===== src/rtl/mul3.sv =====
// Reconstructs a dividend n = 3*q + r by serial shift-and-add over the 8 quotient bits.
// Three-state FSM: IDLE -> CALC (8 edges) -> DONE (1 cycle); r == 3 is flagged and skips CALC.
module mul3 (
  input  logic       clk,
  input  logic       rst,
  input  logic       start,
  input  logic [7:0] q,
  input  logic [1:0] r,
  output logic       busy,
  output logic       done,
  output logic       err,
  output logic [9:0] n
);

  typedef enum logic [1:0] {IDLE, CALC, DONE} state_e;

  state_e      state_q, state_d;
  logic [7:0]  qop_q, qop_d;
  logic [9:0]  acc_q, acc_d;
  logic [2:0]  cnt_q, cnt_d;
  logic [9:0]  n_q, n_d;
  logic        err_q, err_d;
  logic [9:0]  addend;
  logic [9:0]  acc_nxt;

  // 3 << k fits in 10 bits for k <= 7, and 3*255 + 2 = 767, so acc never wraps
  assign addend  = qop_q[cnt_q] ? (10'd3 << cnt_q) : 10'd0;
  assign acc_nxt = acc_q + addend;

  always_comb begin
    state_d = state_q;
    qop_d   = qop_q;
    acc_d   = acc_q;
    cnt_d   = cnt_q;
    n_d     = n_q;
    err_d   = err_q;
    case (state_q)
      IDLE, DONE: begin
        if (start) begin
          qop_d = q;
          cnt_d = 3'd0;
          if (r == 2'd3) begin
            acc_d   = 10'd0;
            n_d     = 10'd0;
            err_d   = 1'b1;
            state_d = DONE;
          end else begin
            acc_d   = {8'd0, r};
            state_d = CALC;
          end
        end else if (state_q == DONE) begin
          state_d = IDLE;
        end
      end
      CALC: begin
        acc_d = acc_nxt;
        cnt_d = cnt_q + 3'd1;
        if (cnt_q == 3'd7) begin
          n_d     = acc_nxt;
          err_d   = 1'b0;
          state_d = DONE;
        end
      end
      default: state_d = IDLE;
    endcase
  end

  always_ff @(posedge clk or posedge rst) begin
    if (rst) begin
      state_q <= IDLE;
      qop_q   <= 8'd0;
      acc_q   <= 10'd0;
      cnt_q   <= 3'd0;
      n_q     <= 10'd0;
      err_q   <= 1'b0;
    end else begin
      state_q <= state_d;
      qop_q   <= qop_d;
      acc_q   <= acc_d;
      cnt_q   <= cnt_d;
      n_q     <= n_d;
      err_q   <= err_d;
    end
  end

  assign busy = (state_q == CALC);
  assign done = (state_q == DONE);
  assign err  = err_q;
  assign n    = n_q;

endmodule


===== config.mk =====
export PLATFORM = sky130hd
export DESIGN_NAME = mul3
export DESIGN_NICKNAME = d
export VERILOG_FILES = /design/src/rtl/mul3.sv
export SDC_FILE = /design/constraint.sdc
export NUM_CORES = 1
export LEC_CHECK = 0
export ABC_CLOCK_PERIOD_IN_PS = 7400
export CORE_MARGIN = 1
export CORE_UTILIZATION = 35
export CTS_CLUSTER_SIZE = 12
export DETAILED_ROUTE_END_ITERATION = 10
export PLACE_DENSITY_LB_ADDON = 0.12
export SKIP_LAST_GASP = 1
export SYNTH_ARGS = -nofsm -noshare
export SYNTH_HDL_FRONTEND = slang
export SYNTH_SLANG_ARGS = --single-unit

===== constraint.sdc =====
create_clock -name clk -period 7.4 [get_ports clk]
set_input_delay 1.48 -clock clk [delete_from_list [all_inputs] [get_ports clk]]
set_output_delay 1.48 -clock clk [all_outputs]
set_load 0.02 [all_outputs]

==> flow_metrics.env <==
export IMPL_status="finished clean"
export IMPL_h_tree_depth=2
export IMPL_syn_cell_area_um2=1852
export IMPL_track_usage_pct=15.95
export IMPL_critPathCaptureType="flop"
export IMPL_row_count=26
export IMPL_clkLatencyLatePin_ns=0.29
export IMPL_power_density_nw_per_um2=429.2
export IMPL_grt_pass1_vias=1435
export IMPL_slew_headroom_pct=27.47
export IMPL_die_height_um=74.74
export IMPL_fin_nets=230
export IMPL_holdBufCountCts=0
export IMPL_place_area_um2=2158
export IMPL_start_util_pct=36.26
export IMPL_rsz0062_at_grt="no"
export IMPL_ys_top_cells_by_area="dfrtp_1 (46%), ha_1 (8.1%), mux2_2 (4.9%)"
export IMPL_ys_types=40
export IMPL_cts_buffers=5
export IMPL_dp_hpwl_um=2856
export IMPL_syn_nets=204
export IMPL_min_period_ns=3.558
export IMPL_p_leak_uw=0.001041
export IMPL_globalRouteOverflowTotal=0
export IMPL_period_share_pct=48.07
export IMPL_yosysSeqAreaShare_pct=45.95
export IMPL_ys_top_cells_by_count="dfrtp_1 (34), nand2_1 (24), ha_1 (12), o21ai_0 (12), inv_1 (10)"
export IMPL_synth_edf_count=0
export IMPL_grt_pass1_wl_um=6624
export IMPL_synth_most_common_cell="dfrtp_1"
export IMPL_cts_tree="yes"
export IMPL_num_vias=1406
export IMPL_initialDrtViolationCount=64
export IMPL_worst_pin_slew_ns=1.086
export IMPL_diodes=0
export IMPL_yosysTopAreaCellShare_pct=45.95
export IMPL_irDropWorstVdd_mv=0.1198
export IMPL_grt_max_degree=35
export IMPL_drcViolationCount=0
export IMPL_clock_skew_ns=0.004355
export IMPL_drt_total_wl_um=3883
export IMPL_path_clk_slew_ns=0.07
export IMPL_syn_to_final_growth_pct=21.49
export IMPL_clock_sinks=34
export IMPL_startpoint_type="input port"
export IMPL_port_buffers=25
export IMPL_setup_violations=0
export IMPL_clock_path_buffers=2
export IMPL_crit_arrival_ns=3.74
export IMPL_worstPathMaxFanout=13
export IMPL_synth_main_ff_cell="dfrtp_1"
export IMPL_gp_congestion=0.9146
export IMPL_antenna_found_initial=0
export IMPL_required_ns=7.58
export IMPL_maxSlewViolCount=0
export IMPL_routed_via_density=5.113
export IMPL_dieArea_um2=5585
export IMPL_drive_gt1_share_pct=9.756
export IMPL_synth_async_reset_ratio_pct=100.0
export IMPL_maxCapViolCount=0
export IMPL_fin_setup_tns_ns=0
export IMPL_nFillCells=533
export IMPL_core_area_um2=5107
export IMPL_cts_repair_resized=0
export IMPL_postCtsSetupBuffers=0
export IMPL_fp_dieW_um=74.74
export IMPL_hp_class="flop to flop"
export IMPL_avgRoutedWirePerCell_um=14.12
export IMPL_final_area_um2=2250
export IMPL_syn_area_per_cell_um2=10.40
export IMPL_yosysTopAreaCell="dfrtp_1"
export IMPL_yosysWarningCount=0
export IMPL_synth_seq_cells=34
export IMPL_criticalPathCategory="input port to flop"
export IMPL_antenna_left=0
export IMPL_io_pin_count=26
export IMPL_hold_viol_final=0
export IMPL_max_freq_ghz=0.2811
export IMPL_root_buffer="clkbuf_8"
export IMPL_drtPass1Iterations=4
export IMPL_postSynthCellCount=178
## cells in the final DEF, fill, tap and decap left out, types with 2 or more instances in the layout
| cell type | synthesis | routed |
|---|---|---|
| a22o_1 | 7 | 7 |
| xor2_1 | 2 | 2 |
| clkdlybuf4s50_1 | 0 | 25 |
| a32o_1 | 2 | 2 |
| nor3_1 | 3 | 3 |
| dfrtp_1 | 34 | 34 |
| nor2b_1 | 4 | 4 |
| inv_1 | 10 | 10 |
| mux2i_1 | 6 | 6 |
| o21ai_0 | 12 | 12 |
| nand2b_1 | 4 | 4 |
| a21oi_1 | 8 | 8 |
| or3_1 | 3 | 3 |
| nor2_1 | 5 | 5 |
| xnor2_1 | 3 | 3 |
| nand2_1 | 24 | 24 |
| nand4_1 | 2 | 2 |
| ha_1 | 12 | 12 |
| nand3_1 | 2 | 2 |
| a21o_1 | 3 | 3 |
| and2_1 | 2 | 2 |
| clkbuf_8 | 0 | 6 |
| mux2_2 | 8 | 8 |
## power breakdown
part | internal (uW) | switching (uW)
logic | 229 | 272
clock network | 75.1 | 67.5
registers | 267 | 55.2
total | 571 | 394
## layer usage
metal	wire length, um	track usage (%)	vias up	part of all wire [%]
li1	-	-	681	-
met1	1846	19.46	678	48
met2	1852	26.53	32	48
met3	122	4.552	15	3.1
met4	62	6.499	0	1.6
met5	0	0	-	0
## flip-flops by register name, indices dropped and copies added (netlist names)
register  flops
n            10
acc_q        10
state_q       2
cnt_q         3
qop_q         8
err           1
## stage by stage
| step | util (%) | power [uW] | hold WS (ns) | instances | setup slack (ns) |
|---|---|---|---|---|---|
| 2_1_floorplan | - | 689.1 | 0.4524 | 178 | 4.675 |
| 3_3_place_gp | 42.26 | 816.5 | 0.4617 | 267 | 3.568 |
| 3_5_place_dp | 42.26 | 833.4 | 0.4698 | 267 | 3.505 |
| 4_1_cts | 44.05 | 978.7 | 0.4852 | 275 | 3.823 |
| 5_1_grt | 44.05 | 1048 | 0.5065 | 275 | 3.648 |
| 6_report | 44.05 | 965.5 | 0.4770 | 275 | 3.842 |
## kinds of logic after synthesis
kind of cell               synth area share (%)
DFF                                       45.95
adders and majority gates                 9.189
and+or+nand+nor                           13.65
buffers and inverters                     4.121
AOI/OAI and AO/OA                         16.62
xor gates and xnor gates                  2.365
muxes                                     8.108
## final timing paths
kind	cells past startpoint	end	slack, ns	startpoint
min in group asynchronous	3	qop_q[2]	1.59	rst
worst max-delay path	5	acc_q[7]	3.84	start
worst max register to register	11	n[7]	4.32	cnt_q[0]
max in group asynchronous	3	n[6]	5.50	rst
worst min register to register	2	n[3]	0.48	n[3]
worst min-delay path	2	n[3]	0.48	n[3]
## layout make-up
cell class	count	area, um2	share of cell area, %
inverter	10	37.54	1.669
multi-input combinational	127	924.6	41.10
timing repair buffer	26	257.7	11.46
sequential	34	850.8	37.82
tap	70	87.58	3.893
clock buffer	7	86.33	3.838
clock inverter	1	5.005	0.2225
## worst max-delay path, stage by stage
cell	delay (ns)
clkdlybuf4s50_1	0.45
nor2b_1	0.85
nor2_1	0.46
and2_1	0.29
a31o_2	0.21
Note: power is estimated with default switching activity, not from simulation.
